--- src/rtl/gcd_dispatch.sv ---
// gcd_dispatch: request front-end for the gcd engine.
//
// Operand pairs arrive on a valid/ready input, wait in a small FIFO, and are
// issued one at a time to the engine with a single-cycle start pulse. The
// result is presented, with its operands echoed, on a valid/ready output.
// A watchdog turns a hung engine into an error result (out_err=1,
// out_result=0) so the pipeline keeps moving.
//
// Ports:
//   clk, reset_n            clock, asynchronous active-low reset
//   in_valid/in_ready       request handshake, operands in_a/in_b
//   eng_a/eng_b/eng_start   operands and start pulse to the engine
//   eng_done/eng_result     engine completion and result
//   out_valid/out_ready     result handshake
//   out_result/out_a/out_b  gcd (0 on error) and echoed operands
//   out_err                 result produced by watchdog timeout
//   fifo_count              current FIFO occupancy
module gcd_dispatch #(
    parameter int unsigned WIDTH   = 32,
    parameter int unsigned DEPTH   = 4,
    parameter int unsigned TIMEOUT = 1024
) (
    input  logic                     clk,
    input  logic                     reset_n,
    input  logic                     in_valid,
    output logic                     in_ready,
    input  logic [WIDTH-1:0]         in_a,
    input  logic [WIDTH-1:0]         in_b,
    output logic [WIDTH-1:0]         eng_a,
    output logic [WIDTH-1:0]         eng_b,
    output logic                     eng_start,
    input  logic                     eng_done,
    input  logic [WIDTH-1:0]         eng_result,
    output logic                     out_valid,
    input  logic                     out_ready,
    output logic [WIDTH-1:0]         out_result,
    output logic [WIDTH-1:0]         out_a,
    output logic [WIDTH-1:0]         out_b,
    output logic                     out_err,
    output logic [$clog2(DEPTH):0]   fifo_count
);

    localparam int unsigned PtrW = $clog2(DEPTH);
    localparam int unsigned CntW = PtrW + 1;
    localparam int unsigned WdW  = $clog2(TIMEOUT);

    typedef enum logic [1:0] {StIdle, StIssue, StWait, StHold} state_e;

    state_e state_q, state_d;

    logic [WIDTH-1:0] mem_a [DEPTH];
    logic [WIDTH-1:0] mem_b [DEPTH];
    logic [PtrW-1:0]  wr_ptr_q, rd_ptr_q;
    logic [CntW-1:0]  count_q;
    logic [WdW-1:0]   wd_q;
    logic [WIDTH-1:0] eng_a_q, eng_b_q;
    logic [WIDTH-1:0] out_result_q, out_a_q, out_b_q;
    logic             out_err_q;

    logic push, pop, timed_out;

    // Full is decoded from the registered count only, so a pop in the same
    // cycle never frees a slot for a push.
    assign in_ready   = (count_q != CntW'(DEPTH));
    assign push       = in_valid && in_ready;
    assign pop        = (state_q == StIssue);
    assign timed_out  = (wd_q == WdW'(TIMEOUT - 1));
    assign fifo_count = count_q;

    assign eng_start  = (state_q == StIssue);
    assign out_valid  = (state_q == StHold);
    assign eng_a      = eng_a_q;
    assign eng_b      = eng_b_q;
    assign out_result = out_result_q;
    assign out_a      = out_a_q;
    assign out_b      = out_b_q;
    assign out_err    = out_err_q;

    // Storage needs no reset: an entry is only read once count says it was written.
    always_ff @(posedge clk) begin
        if (push) begin
            mem_a[wr_ptr_q] <= in_a;
            mem_b[wr_ptr_q] <= in_b;
        end
    end

    always_comb begin
        state_d = state_q;
        unique case (state_q)
            StIdle:  if (count_q != '0) state_d = StIssue;
            StIssue: state_d = StWait;
            StWait:  if (eng_done || timed_out) state_d = StHold;
            StHold:  if (out_ready) state_d = StIdle;
            default: state_d = StIdle;
        endcase
    end

    always_ff @(posedge clk or negedge reset_n) begin
        if (!reset_n) begin
            state_q      <= StIdle;
            wr_ptr_q     <= '0;
            rd_ptr_q     <= '0;
            count_q      <= '0;
            wd_q         <= '0;
            eng_a_q      <= '0;
            eng_b_q      <= '0;
            out_result_q <= '0;
            out_a_q      <= '0;
            out_b_q      <= '0;
            out_err_q    <= 1'b0;
        end else begin
            state_q <= state_d;

            if (push) wr_ptr_q <= wr_ptr_q + PtrW'(1);
            if (pop)  rd_ptr_q <= rd_ptr_q + PtrW'(1);
            case ({push, pop})
                2'b10:   count_q <= count_q + CntW'(1);
                2'b01:   count_q <= count_q - CntW'(1);
                default: count_q <= count_q;
            endcase

            // Head is loaded on the way into ISSUE so it is valid with the start pulse.
            if (state_q == StIdle && count_q != '0) begin
                eng_a_q <= mem_a[rd_ptr_q];
                eng_b_q <= mem_b[rd_ptr_q];
            end

            if (state_q == StIssue) begin
                wd_q <= '0;
            end else if (state_q == StWait) begin
                wd_q <= wd_q + WdW'(1);
            end

            // Done wins over a timeout landing in the same cycle.
            if (state_q == StWait && (eng_done || timed_out)) begin
                out_result_q <= eng_done ? eng_result : '0;
                out_err_q    <= !eng_done;
                out_a_q      <= eng_a_q;
                out_b_q      <= eng_b_q;
            end
        end
    end

endmodule

--- config.mk ---
export PLATFORM = sky130hd
export DESIGN_NAME = gcd_dispatch
export DESIGN_NICKNAME = d
export VERILOG_FILES = /design/src/rtl/gcd_dispatch.sv
export SDC_FILE = /design/constraint.sdc
export NUM_CORES = 1
export LEC_CHECK = 0
export ABC_CLOCK_PERIOD_IN_PS = 2500
export CORE_AREA = 2 2 187 189
export DETAILED_ROUTE_END_ITERATION = 6
export DIE_AREA = 0 0 189 191
export PLACE_DENSITY_LB_ADDON = 0.15
export RECOVER_POWER = 25
export SYNTH_ARGS = -nofsm -noshare
export SYNTH_HDL_FRONTEND = slang
export SYNTH_SLANG_ARGS = --single-unit
--- constraint.sdc ---
create_clock -name clk -period 2.5 [get_ports clk]
set_input_delay 0.25 -clock clk [delete_from_list [all_inputs] [get_ports clk]]
set_output_delay 0.25 -clock clk [all_outputs]
set_load 0.005 [all_outputs]
==> flow_summary.json <==
{
  "status": "complete, but fails checks",
  "violations": "capacitance limit, slew limit",
  "finalSetupViolations": 0,
  "ctsResizeCount": 0,
  "power.density_nw_per_um2": 1270,
  "reg2regPathDepth": 10,
  "grt_max_degree": 65,
  "path_clk_slew_ps": 60,
  "final_cell_area_um2": 21200,
  "start_util_pct": 47.5,
  "drc": 0,
  "hold_path_startpoint": "eng_result[15]",
  "syn_area_per_cell_um2": 20.6,
  "peakVddDrop_uv": 838,
  "hold_path_class": "in -> reg",
  "cts_num_sinks": 436,
  "finalMaxSlewViolations": 60,
  "ios": 268,
  "cp_common_cell": "inv_1",
  "top_layer": "met5",
  "cp.buffers_inverters": 3,
  "synthAdderAreaFrac_pct": 0.973,
  "min_path_cells": 2,
  "dpl-instance-area_um2": 19700,
  "fillCellCount": 2446,
  "setup_tns_ps": 0,
  "p_leak_nw": 7.94,
  "first_global_vias": 8719,
  "wl_met1_um": 13700,
  "start_kind": "flip-flop",
  "synth_common_cells": "edfxtp_1 (256), dfrtp_1 (180), mux2_2 (121)",
  "cts.htree.levels": 2,
  "ant_nets": 0,
  "dieArea_um2": 36100,
  "skew_ps": 16.2,
  "synth.most_common_cell": "edfxtp_1",
  "cts.hold.buffers_added": 1,
  "crit_fanout": 6,
  "dr_wl_met3_um": 1880,
  "hpwl_um": 19900,
  "drt_wl_total_um": 32500,
  "ys_seq_area_share_pct": 75.3,
  "synth-xor-area-share_pct": 0.595,
  "ys.flop_type": "edfxtp_1",
  "max_freq_ghz": 0.452,
  "cts_buffer_depth": 3,
  "core_um2": 34100,
  "netlist_instances": 786,
  "routedWlPerCell_um": 20.5,
  "regToRegEndpoint": "fifo_count[2]$_DFFE_PN0P_",
  "grt_pass1_wl_um": 50500,
  "cp_data_arrival_time_ps": 2660,
  "synth-simple-area-share_pct": 1.31,
  "grt_use_total_pct": 18.1,
  "cp_slowest_stage_delay_ps": 420,
  "cts_tree": "built",
  "yosysWarningCount": 0,
  "final_nets": 1200,
  "firstDrtPassIters": 4,
  "post_cts_buffers": 0,
  "crit_chain": "inv_1 > nand3_1 > and2_1 > inv_1 > ha_1 > inv_1 > fa_1 > xor2_1 > nor2_1 > xor2_1",
  "drive_above_1_share_pct": 25.9,
  "whs_ps": 324,
  "drt_iter0_markers": 419,
  "holdPathEnd": "out_result[15]$_DFFE_PN0P_",
  "area_growth_pct": 30.9,
  "required_ps": 2950,
  "rows": 68,
  "slowest_stage": "dfrtp_1",
  "netlist.area_leader.share_pct": 47.5,
  "synth_compound_area_share_pct": 2.26,
  "tightestPinTransition_ps": 1680,
  "vias_per_cell": 5.18,
  "crit_family": "simple AND/OR/NAND/NOR gates",
  "syn_area_um2": 16200,
  "die_h_um": 191,
  "io_buffers": 267,
  "ys_types": 35,
  "min_period_ps": 2210,
  "hold_viol_final": 0,
  "cp-end-kind": "flip-flop",
  "maxSlewHeadroom_pct": -12.1,
  "synth_area_leaders": "edfxtp_1 (47%), dfrtp_1 (28%), mux4_2 (8.9%)",
  "rsz0062_at_grt": "no",
  "syn_nets": 899,
  "path_class": "reg -> reg",
  "rrSetupSlack_ps": 290,
  "fin_crit_sh_pct": 88.5,
  "ys_async_sr_fraction_pct": 41.3,
  "synth_top_area_cell": "edfxtp_1",
  "overflow": 0,
  "max_cap_violations": 1,
  "ys_ff_latch": 436,
  "insertion_delay_ps": 540,
  "synth_top_family_by_area": "multiplexers",
  "muxShareOfSynthArea_pct": 18.2,
  "antenna_found_initial": 5,
  "cts_buffers": 45,
  "die_w_um": 189,
  "wl_met2_um": 16300,
  "vias": 8208,
  "synth_edf_count": 256,
  "r2r-start": "fifo_count[0]$_DFFE_PN0P_",
  "cts_root_buf": "clkbuf_16",
  "gp_congestion": 0.744
}
==> worst max path at each step <==
stage                                   start                         to  slack [ps]  cells after the start
floorplan           fifo_count[0]$_DFFE_PN0P_  fifo_count[2]$_DFFE_PN0P_         530                     10
global placement    fifo_count[0]$_DFFE_PN0P_  fifo_count[2]$_DFFE_PN0P_         430                     10
detailed placement  fifo_count[0]$_DFFE_PN0P_  fifo_count[2]$_DFFE_PN0P_         290                     10
CTS                    state_q[1]$_DFFE_PN0P_                  eng_start         240                      4
global route        fifo_count[0]$_DFFE_PN0P_  fifo_count[2]$_DFFE_PN0P_          20                     10
finish              fifo_count[0]$_DFFE_PN0P_  fifo_count[2]$_DFFE_PN0P_         290                     10
==> registers in the layout, summed over array words and instances (netlist names) <==
name        cells
mem_a         128
mem_b         128
eng_a          32
eng_b          32
out_a          32
out_b          32
out_result     32
wd_q           10
fifo_count      3
rd_ptr_q        2
state_q         2
wr_ptr_q        2
out_err         1
==> final cells by class <==
class	count	area (um2)	area share, %
clock buffer	72	1330	6.27
inverter	12	45.0	0.212
sequential	436	12200	57.5
timing repair buffer	290	3040	14.3
antenna	5	12.5	0.0590
clock inverter	12	186	0.879
tap	455	569	2.68
multi-input combinational	302	3820	18.0
==> power breakdown <==
| group | switching [mW] | internal [mW] |
|---|---|---|
| combinational | 3.36 | 5.62 |
| clock | 2.66 | 4.07 |
| sequential | 1.26 | 10.0 |
==> metrics by stage <==
step / setup slack (ps) / instances / utilization (%) / power [mW]
2_1_floorplan: 530 / 786 / - / 15.9
3_3_place_gp: 430 / 1494 / 57.7 / 20.5
3_5_place_dp: 293 / 1494 / 57.7 / 20.7
4_1_cts: 243 / 1579 / 62.1 / 27.5
5_1_grt: 24.7 / 1581 / 62.1 / 28.5
6_report: 288 / 1584 / 62.2 / 27.0
==> metal layers <==
metal  vias up  global-route usage [%]
met5         -                       0
met4         2                    4.21
met3        50                    4.26
met2       218                    30.8
met1      4241                    23.9
li1       3697                       -
==> layout by cell type, fill, tap and decap left out, types with 8 or more instances in the layout <==
cell             count
clkbuf_1            18
a22o_1              33
edfxtp_1           256
dlygate4sd3_1       65
buf_12              16
dfrtp_1            178
ha_1                11
mux2_4               8
mux4_2              64
inv_1               12
clkbuf_8             8
clkdlybuf4s50_1    202
clkbuf_16           46
mux2_2             121
==> worst register-to-register path, delay by kind of cell, from the launching register on <==
| family | cells | cell delay (ps) |
|---|---|---|
| DFF | 1 | 420 |
| xor gates and xnor gates | 2 | 320 |
| and+or+nand+nor | 3 | 630 |
| buffers and inverters | 3 | 250 |
| adders and majority gates | 2 | 540 |
==> kinds of logic (layout without fill, tap and decap cells) <==
group	count (synthesis)	count (layout)
xor+xnor	11	11
flops	436	436
fa+ha+maj	12	12
compound gates	45	45
buf+inv	48	386
simple gates	38	38
mux	196	196
other cells	0	5
Power figures use the tool's default switching activity.
